`src/rtl/hazard_ctrl.sv`:
```
// Pipeline stall/flush sequencer for the 5-stage light_rv32i core.
// Latency: zero-cycle Mealy outputs from state + hazard inputs.
// Backpressure: a data-memory wait freezes the whole pipe; a load-use hazard freezes PC/IF/ID for one bubble.
//
// Ports:
//   i_clk, i_rst                      clock, async active-high reset
//   i_hazard_IFID_Reg1/Reg2           rs1/rs2 of the ID instruction
//   i_hazard_IFID_UseReg1/UseReg2     ID instruction really reads rs1/rs2
//   i_hazard_IDEX_RegDst, _MemRdEn    rd of the EX instruction, EX is a load
//   i_hazard_EX_Redirect              taken branch / jal / jalr resolved in EX
//   i_hazard_EXM_MemReq, _DMemReady   MEM access pending, data memory completes
//   o_hazard_PCEn, _IFIDEn, _IDEXEn, _EXMEn       pipeline register enables
//   o_hazard_IFIDFlush, _IDEXFlush, _MWBFlush     bubble insertion
//   o_hazard_BusErr                   sticky data-memory timeout flag
//   o_hazard_StallCnt                 saturating count of PC-stall cycles
module hazard_ctrl #(
  parameter int INIT_CYC = 2,
  parameter int TIMEOUT  = 64,
  parameter int CNT_W    = 16
) (
  input  logic             i_clk,
  input  logic             i_rst,
  input  logic [4:0]       i_hazard_IFID_Reg1,
  input  logic [4:0]       i_hazard_IFID_Reg2,
  input  logic             i_hazard_IFID_UseReg1,
  input  logic             i_hazard_IFID_UseReg2,
  input  logic [4:0]       i_hazard_IDEX_RegDst,
  input  logic             i_hazard_IDEX_MemRdEn,
  input  logic             i_hazard_EX_Redirect,
  input  logic             i_hazard_EXM_MemReq,
  input  logic             i_hazard_DMemReady,
  output logic             o_hazard_PCEn,
  output logic             o_hazard_IFIDEn,
  output logic             o_hazard_IFIDFlush,
  output logic             o_hazard_IDEXEn,
  output logic             o_hazard_IDEXFlush,
  output logic             o_hazard_EXMEn,
  output logic             o_hazard_MWBFlush,
  output logic             o_hazard_BusErr,
  output logic [CNT_W-1:0] o_hazard_StallCnt
);

  typedef enum logic [1:0] {ST_INIT, ST_RUN, ST_WAIT, ST_ERR} state_t;

  localparam logic [3:0] INIT_LAST = 4'(INIT_CYC - 1);
  localparam logic [8:0] TO_LIM    = 9'(TIMEOUT);

  state_t           state, state_nxt;
  logic [3:0]       init_cnt, init_cnt_nxt;
  logic [7:0]       wait_cnt, wait_cnt_nxt;
  logic             bus_err, bus_err_nxt;
  logic [CNT_W-1:0] stall_cnt;

  logic dmem_stall;
  logic load_use;
  logic count_en;

  // In WAIT, a dropped MemReq reads as "not stalled", which is exactly the abort case.
  assign dmem_stall = i_hazard_EXM_MemReq && !i_hazard_DMemReady;

  assign load_use = i_hazard_IDEX_MemRdEn && (i_hazard_IDEX_RegDst != 5'd0) &&
                    ((i_hazard_IFID_UseReg1 && (i_hazard_IFID_Reg1 == i_hazard_IDEX_RegDst)) ||
                     (i_hazard_IFID_UseReg2 && (i_hazard_IFID_Reg2 == i_hazard_IDEX_RegDst)));

  // State register
  always_ff @(posedge i_clk or posedge i_rst) begin
    if (i_rst) begin
      state    <= ST_INIT;
      init_cnt <= 4'd0;
      wait_cnt <= 8'd0;
      bus_err  <= 1'b0;
    end else begin
      state    <= state_nxt;
      init_cnt <= init_cnt_nxt;
      wait_cnt <= wait_cnt_nxt;
      bus_err  <= bus_err_nxt;
    end
  end

  // Next-state logic
  always_comb begin
    state_nxt    = state;
    init_cnt_nxt = init_cnt;
    wait_cnt_nxt = wait_cnt;
    bus_err_nxt  = bus_err;
    unique case (state)
      ST_INIT: begin
        if (init_cnt == INIT_LAST) begin
          state_nxt    = ST_RUN;
          init_cnt_nxt = 4'd0;
        end else begin
          init_cnt_nxt = init_cnt + 4'd1;
        end
      end
      ST_RUN: begin
        if (dmem_stall) begin
          // The stalled RUN cycle is the first wait cycle.
          state_nxt    = ST_WAIT;
          wait_cnt_nxt = 8'd1;
        end
      end
      ST_WAIT: begin
        if (!dmem_stall) begin
          state_nxt    = ST_RUN;
          wait_cnt_nxt = 8'd0;
        end else if (({1'b0, wait_cnt} + 9'd1) >= TO_LIM) begin
          // Ready in this same cycle takes the branch above, so it wins.
          state_nxt    = ST_ERR;
          bus_err_nxt  = 1'b1;
          wait_cnt_nxt = 8'd0;
        end else begin
          wait_cnt_nxt = wait_cnt + 8'd1;
        end
      end
      ST_ERR: begin
        state_nxt = ST_ERR;
      end
      default: begin
        state_nxt = ST_INIT;
      end
    endcase
  end

  // Output logic. RUN and WAIT share one rule set: in WAIT the stall term is
  // simply the still-pending access, and on release Redirect/load-use apply.
  always_comb begin
    o_hazard_PCEn      = 1'b0;
    o_hazard_IFIDEn    = 1'b0;
    o_hazard_IFIDFlush = 1'b0;
    o_hazard_IDEXEn    = 1'b0;
    o_hazard_IDEXFlush = 1'b0;
    o_hazard_EXMEn     = 1'b0;
    o_hazard_MWBFlush  = 1'b0;
    count_en           = 1'b0;
    unique case (state)
      ST_INIT: begin
        o_hazard_IFIDFlush = 1'b1;
        o_hazard_IDEXFlush = 1'b1;
        o_hazard_MWBFlush  = 1'b1;
      end
      ST_RUN, ST_WAIT: begin
        if (dmem_stall) begin
          o_hazard_MWBFlush = 1'b1;
        end else if (i_hazard_EX_Redirect) begin
          // Squashes the dependent instruction, so load-use is moot.
          o_hazard_PCEn      = 1'b1;
          o_hazard_IFIDEn    = 1'b1;
          o_hazard_IFIDFlush = 1'b1;
          o_hazard_IDEXEn    = 1'b1;
          o_hazard_IDEXFlush = 1'b1;
          o_hazard_EXMEn     = 1'b1;
        end else if (load_use) begin
          o_hazard_IDEXEn    = 1'b1;
          o_hazard_IDEXFlush = 1'b1;
          o_hazard_EXMEn     = 1'b1;
        end else begin
          o_hazard_PCEn   = 1'b1;
          o_hazard_IFIDEn = 1'b1;
          o_hazard_IDEXEn = 1'b1;
          o_hazard_EXMEn  = 1'b1;
        end
        count_en = !o_hazard_PCEn;
      end
      default: begin
        count_en = 1'b0;
      end
    endcase
  end

  // Saturating stall counter
  always_ff @(posedge i_clk or posedge i_rst) begin
    if (i_rst) begin
      stall_cnt <= '0;
    end else if (count_en && (stall_cnt != {CNT_W{1'b1}})) begin
      stall_cnt <= stall_cnt + CNT_W'(1);
    end
  end

  assign o_hazard_BusErr   = bus_err;
  assign o_hazard_StallCnt = stall_cnt;

endmodule

```
`config.mk`:
```
export PLATFORM = sky130hd
export DESIGN_NAME = hazard_ctrl
export DESIGN_NICKNAME = d
export VERILOG_FILES = /design/src/rtl/hazard_ctrl.sv
export SDC_FILE = /design/constraint.sdc
export NUM_CORES = 1
export LEC_CHECK = 0
export ABC_AREA = 1
export CAP_MARGIN = 20
export CORE_ASPECT_RATIO = 0.5
export CORE_MARGIN = 2
export CORE_UTILIZATION = 50
export DETAILED_ROUTE_END_ITERATION = 6
export PLACE_DENSITY = 0.75
export SETUP_SLACK_MARGIN = 0.3
export SYNTH_ARGS = -nofsm -noshare
export SYNTH_HDL_FRONTEND = slang
export SYNTH_SLANG_ARGS = --single-unit
export TNS_END_PERCENT = 1
```
`constraint.sdc`:
```
create_clock -name i_clk -period 2.7 [get_ports i_clk]
set_input_delay 0.405 -clock i_clk [delete_from_list [all_inputs] [get_ports i_clk]]
set_output_delay 0.405 -clock i_clk [all_outputs]
set_load 0.02 [all_outputs]
```
Word level (Yosys, flattened, before mapping)
Cells that the tools add are included.
{"block": "word_totals", "regBits": 31, "input_bits": 23, "output_inout_bits": 24, "elab_cells": 64}
{"block": "classes", "add_sub_neg": 4, "order_cmp": 1, "n_eq_ne": 10, "n_mux": 28, "n_reduce_logical": 16}
{"op": "$mux 8", "n": 3}
{"op": "$add 16x1->16 const B", "n": 1}
{"op": "$ne 16x16->1 const B", "n": 1}
{"op": "$pmux 8 s2", "n": 1}
{"op": "$mux 1", "n": 15}
{"op": "$eq 5x5->1", "n": 2}
{"op": "$add 8x1->9 const B", "n": 1}
{"op": "$ge 9x7->1 const B", "n": 1}
{"op": "$add 8x1->8 const B", "n": 1}
{"op": "$mux 2", "n": 4}
{"op": "$pmux 2 s4", "n": 1}
{"op": "$logic_and 1x1->1", "n": 6}
{"op": "$pmux 1 s2", "n": 3}
{"op": "$reduce_and 3->1", "n": 2}
{"op": "$reduce_bool 5->1", "n": 1}
{"op": "$add 4x1->4 const B", "n": 1}
{"op": "$eq 2x2->1 const B", "n": 2}
{"op": "$eq 4x1->1 const B", "n": 1}
{"op": "$mux 4", "n": 1}
{"op": "$ne 2x2->1 const B", "n": 2}
{"op": "$ne 3x3->1 const B", "n": 1}
{"op": "$eq 2x1->1 const B", "n": 1}
{"op": "$logic_not 1->1", "n": 2}
{"op": "$logic_not 2->1", "n": 1}
{"op": "4 further kinds", "n": 4}

Longest topological paths before layout
{"block": "depth", "ltp_word": 11, "depth_mapped": 12, "mapped_depth_nobuf": 11}

Worst setup path after synthesis
Ideal clock, no wire load.
{"block": "synth_path", "path_kind": "flip-flop to output port", "startpoint": "register state[1]", "endpoint": "output o_hazard_IDEXFlush", "arrival_time_ns": 1.668, "required_ns": 2.295, "setup_slack_ns": 0.627, "path_stages_with_launch": 8, "n_path_buf": 0, "path_cell_list": "dfrtp_1 -> inv_1 -> ha_1 -> inv_1 -> nor2_1 -> nand2_1 -> o22ai_1 -> o21bai_1"}
{"block": "synth_via", "elab_chain_cells": 3, "elab_cells_between_ends": 5, "cone_classes": "eq/ne: 2; mux: 1; reduce/logical: 2"}
{"item": "from (decl)", "line_no": "48", "text": "state_t state, state_nxt;"}
{"item": "from (signal assigned)", "line_no": "73", "text": "state <= state_nxt;"}
{"item": "$eq 2x1->1 / $eq 2x2->1 (equally long branches)", "line_no": "135", "text": "unique case (state)"}
{"item": "$reduce_or 2->1", "line_no": "135"}
{"item": "$pmux 1 s2 *", "line_no": "135"}
{"item": "to (decl)", "line_no": "36", "text": "output logic o_hazard_IDEXFlush,"}
Mark *: on every way between the ends. The rest lies on a longest branch, timed or not.

Worst setup path after layout
{"block": "layout_path", "startpoint": "register state[0]", "endpoint": "output o_hazard_IDEXFlush"}
The elaborated chain is that of the path after synthesis.

==> results.sh <==
export IMPL_status="completed"
export IMPL_yosysMostFrequentCell="nand2_1"
export IMPL_root_buffer="clkbuf_8"
export IMPL_htree_levels=2
export IMPL_initial_core_util_pct=53.3
export IMPL_cts_tree="done"
export IMPL_synth_compound_area_share_pct=6.16
export IMPL_drv_slew=0
export IMPL_drt_wl_total_mm=4.88
export IMPL_end_kind="output pin"
export IMPL_grt_max_degree=32
export IMPL_synthAdderAreaFrac_pct=4.69
export IMPL_vias_per_cell=4.97
export IMPL_async_reset_ff_share_pct=100
export IMPL_clock_skew_ns=0.00596
export IMPL_hold_buffers=0
export IMPL_rsz0062_at_grt="no"
export IMPL_areaGrowthSynthToFinish_pct=29.2
export IMPL_layout_drive_gt1_share_pct=7.76
export IMPL_final_setup_tns_ns=0
export IMPL_grt_pass1_wl_mm=8.37
export IMPL_ff_latch_area_um2=777
export IMPL_die_h_um=50.2
export IMPL_post_route_period_util_pct=85.0
export IMPL_synth_area_mm2=0.00213
export IMPL_worstPathRequired_ns=2.30
export IMPL_crit_type="register to output pin"
export IMPL_path_common_cell="inv_1"
export IMPL_gpl_final_weighted_congestion=0.846
export IMPL_wl_per_cell_um=12.1
export IMPL_yosysWarnings=0
export IMPL_antenna_found_initial=0
export IMPL_ys_seq_elements=31
export IMPL_vdd_drop_max_mv=0.468
export IMPL_cts_sinks=31
export IMPL_die_area_mm2=0.00484
export IMPL_crit_chain="inv_1 -> ha_1 -> inv_1 -> nor2_1 -> nand2_1 -> o22ai_2 -> o21bai_1 -> clkbuf_2"
export IMPL_worst_pin_slew_ns=0.524
export IMPL_whs_ns=0.491
export IMPL_yosysTopAreaCell="dfrtp_1"
export IMPL_multi_input_area_mm2=0.00115
export IMPL_yosys_mux_area_fraction_pct=0
export IMPL_synth_top_cell_area_share_pct=36.4
export IMPL_setup_viol=0
export IMPL_synth_top_family_by_area="simple AND/OR/NAND/NOR gates"
export IMPL_n_fill_cell=348
export IMPL_port_buffers=46
export IMPL_antenna_left=0
export IMPL_insertion_delay_ns=0.28
export IMPL_slew_headroom_pct=65.0
export IMPL_synth_xor_area_share_pct=8.21
export IMPL_fmax_mhz=436
export IMPL_crit_path_start_kind="register"
export IMPL_synth_edf_count=0
export IMPL_syn_area_per_cell_um2=7.16
export IMPL_nets=378
export IMPL_utilization_pct=68.8
export IMPL_synth_common_cells="nand2_1 (91), inv_1 (40), dfrtp_1 (31)"
export IMPL_drt_iter0_drc=57
export IMPL_grt_overflow=0
export IMPL_dpl_hpwl_mm=3.56
export IMPL_grt_use_total_pct=22.2
export IMPL_clk_pin_slew_ns=0.07
export IMPL_num_vias=1997
export IMPL_grt_pass1_vias=1913
export IMPL_firstDrtPassIters=4
export IMPL_synth_fp_nets=329
export IMPL_syn_inst=298
export IMPL_die_w_um=96.4
export IMPL_seq_area_frac_synth_pct=36.4
export IMPL_antenna_cells=0
export IMPL_synth_simple_gate_area_share_pct=34.7
export IMPL_drv_cap=0
export IMPL_critPathMaxFanout=5
export IMPL_stdcell_count=402
export IMPL_io_pins=47
export IMPL_synthTopCellsByArea="dfrtp_1 (36%), nand2_1 (16%), inv_1 (7.0%)"
export IMPL_p_per_area_mw_per_mm2=768
export IMPL_core_area_mm2=0.00400
export IMPL_synth_ff_type="dfrtp_1"
export IMPL_max_stage_delay_ns=0.42
export IMPL_dp_cells=394
export IMPL_arrival_ns=1.89
export IMPL_hold_violations=0
export IMPL_power_leakage_nw=1.40
export IMPL_min_period_ns=2.29
export IMPL_hold_path_class="register to register"
export IMPL_cp_slowest_cell="dfrtp_1"
export IMPL_route_detailed_drc=0
export IMPL_num_rows=16
export IMPL_clockBufferDepth=2
export IMPL_ys_types=27
export IMPL_cts_buffers=5
-- worst max-delay path, delay by kind of cell, from the launching register on --
| family | cells | cell delay, ns |
|---|---|---|
| DFF | 1 | 0.42 |
| buffers and inverters | 3 | 0.38 |
| adders and majority gates | 1 | 0.28 |
| and+or+nand+nor | 2 | 0.24 |
| AOI/OAI and AO/OA | 2 | 0.26 |
-- worst paths after layout --
check | startpoint | end | slack [ns] | cells after the start
worst max register to register | o_hazard_StallCnt[0]$_DFFE_PP0P_ | o_hazard_StallCnt[6]$_DFFE_PP0P_ | 0.77 | 8
worst max-delay path | state[0]$_DFFE_PP0P_ | o_hazard_IDEXFlush | 0.41 | 8
worst min-delay path | o_hazard_BusErr$_DFFE_PP0P_ | o_hazard_BusErr$_DFFE_PP0P_ | 0.49 | 1
max in group asynchronous | i_rst | state[1]$_DFFE_PP0P_ | 1.89 | 3
worst min register to register | o_hazard_BusErr$_DFFE_PP0P_ | o_hazard_BusErr$_DFFE_PP0P_ | 0.49 | 1
min in group asynchronous | i_rst | o_hazard_BusErr$_DFFE_PP0P_ | 0.50 | 3
-- metal layers --
layer	vias up	global-route usage, %	wire length (um)
met1	928	27.8	2270
li1	1023	-	-
met4	0	4.93	22
met2	42	38.1	2250
met5	-	0	0
met3	4	6.46	338
-- cell usage in the layout, fill, tap and decap left out, drive strengths merged --
cell type	n
bufinv	1
buf	2
and2	1
nor3	7
clkdlybuf4s50	39
nand3	30
nand4	3
o21a	1
xor2	16
clkinv	1
inv	42
clkdlybuf4s15	1
nor2	33
ha	8
xnor2	4
dlymetal6s2s	5
nand2	95
nand3b	1
clkbuf	7
o21bai	2
o22ai	2
o21ai	7
dfrtp	31
a21oi	8
a31oi	1
-- state kept, by name, summed over array words and instances, names as in the netlist --
register / flops
init_cnt: 4
o_hazard_BusErr: 1
o_hazard_StallCnt: 16
state: 2
wait_cnt: 8
-- cell families after synthesis --
group           after synthesis
simple gates                170
xor+xnor                     20
compound gates               21
fa+ha+maj                     8
buf+inv                      48
flops                        31
-- power by group --
group	switching (mW)	leakage, nW	internal, mW
logic	0.616	0.919	0.396
clock network	0.178	0.0612	0.298
registers	0.0910	0.417	0.538
-- area by class of cell --
class	count	share of cell area (%)
sequential	31	28.2
timing repair buffer	48	17.5
clock buffer	6	3.00
clock inverter	2	1.27
multi-input combinational	219	41.9
inverter	42	5.72
tap	54	2.45
-- metrics by stage --
| stage | total power, mW | setup slack, ns | cell area, um2 |
|---|---|---|---|
| after CTS | 2.13 | 0.129 | 2740 |
| after global placement | 1.64 | 0.145 | 2620 |
| final | 2.12 | 0.405 | 2760 |
| after detailed placement | 1.66 | 0.0950 | 2620 |
| after global routing | 2.27 | 0.301 | 2760 |
| after floorplan | 1.33 | 0.627 | 2130 |
-- timing repair --
| item | CTS | global route |
|---|---|---|
| buffers inserted | 0 | 0 |
| setup endpoints to repair | 7 | 7 |
| resized for setup | 2 | 10 |
No activity file was read; power rests on OpenSTA's default activity.
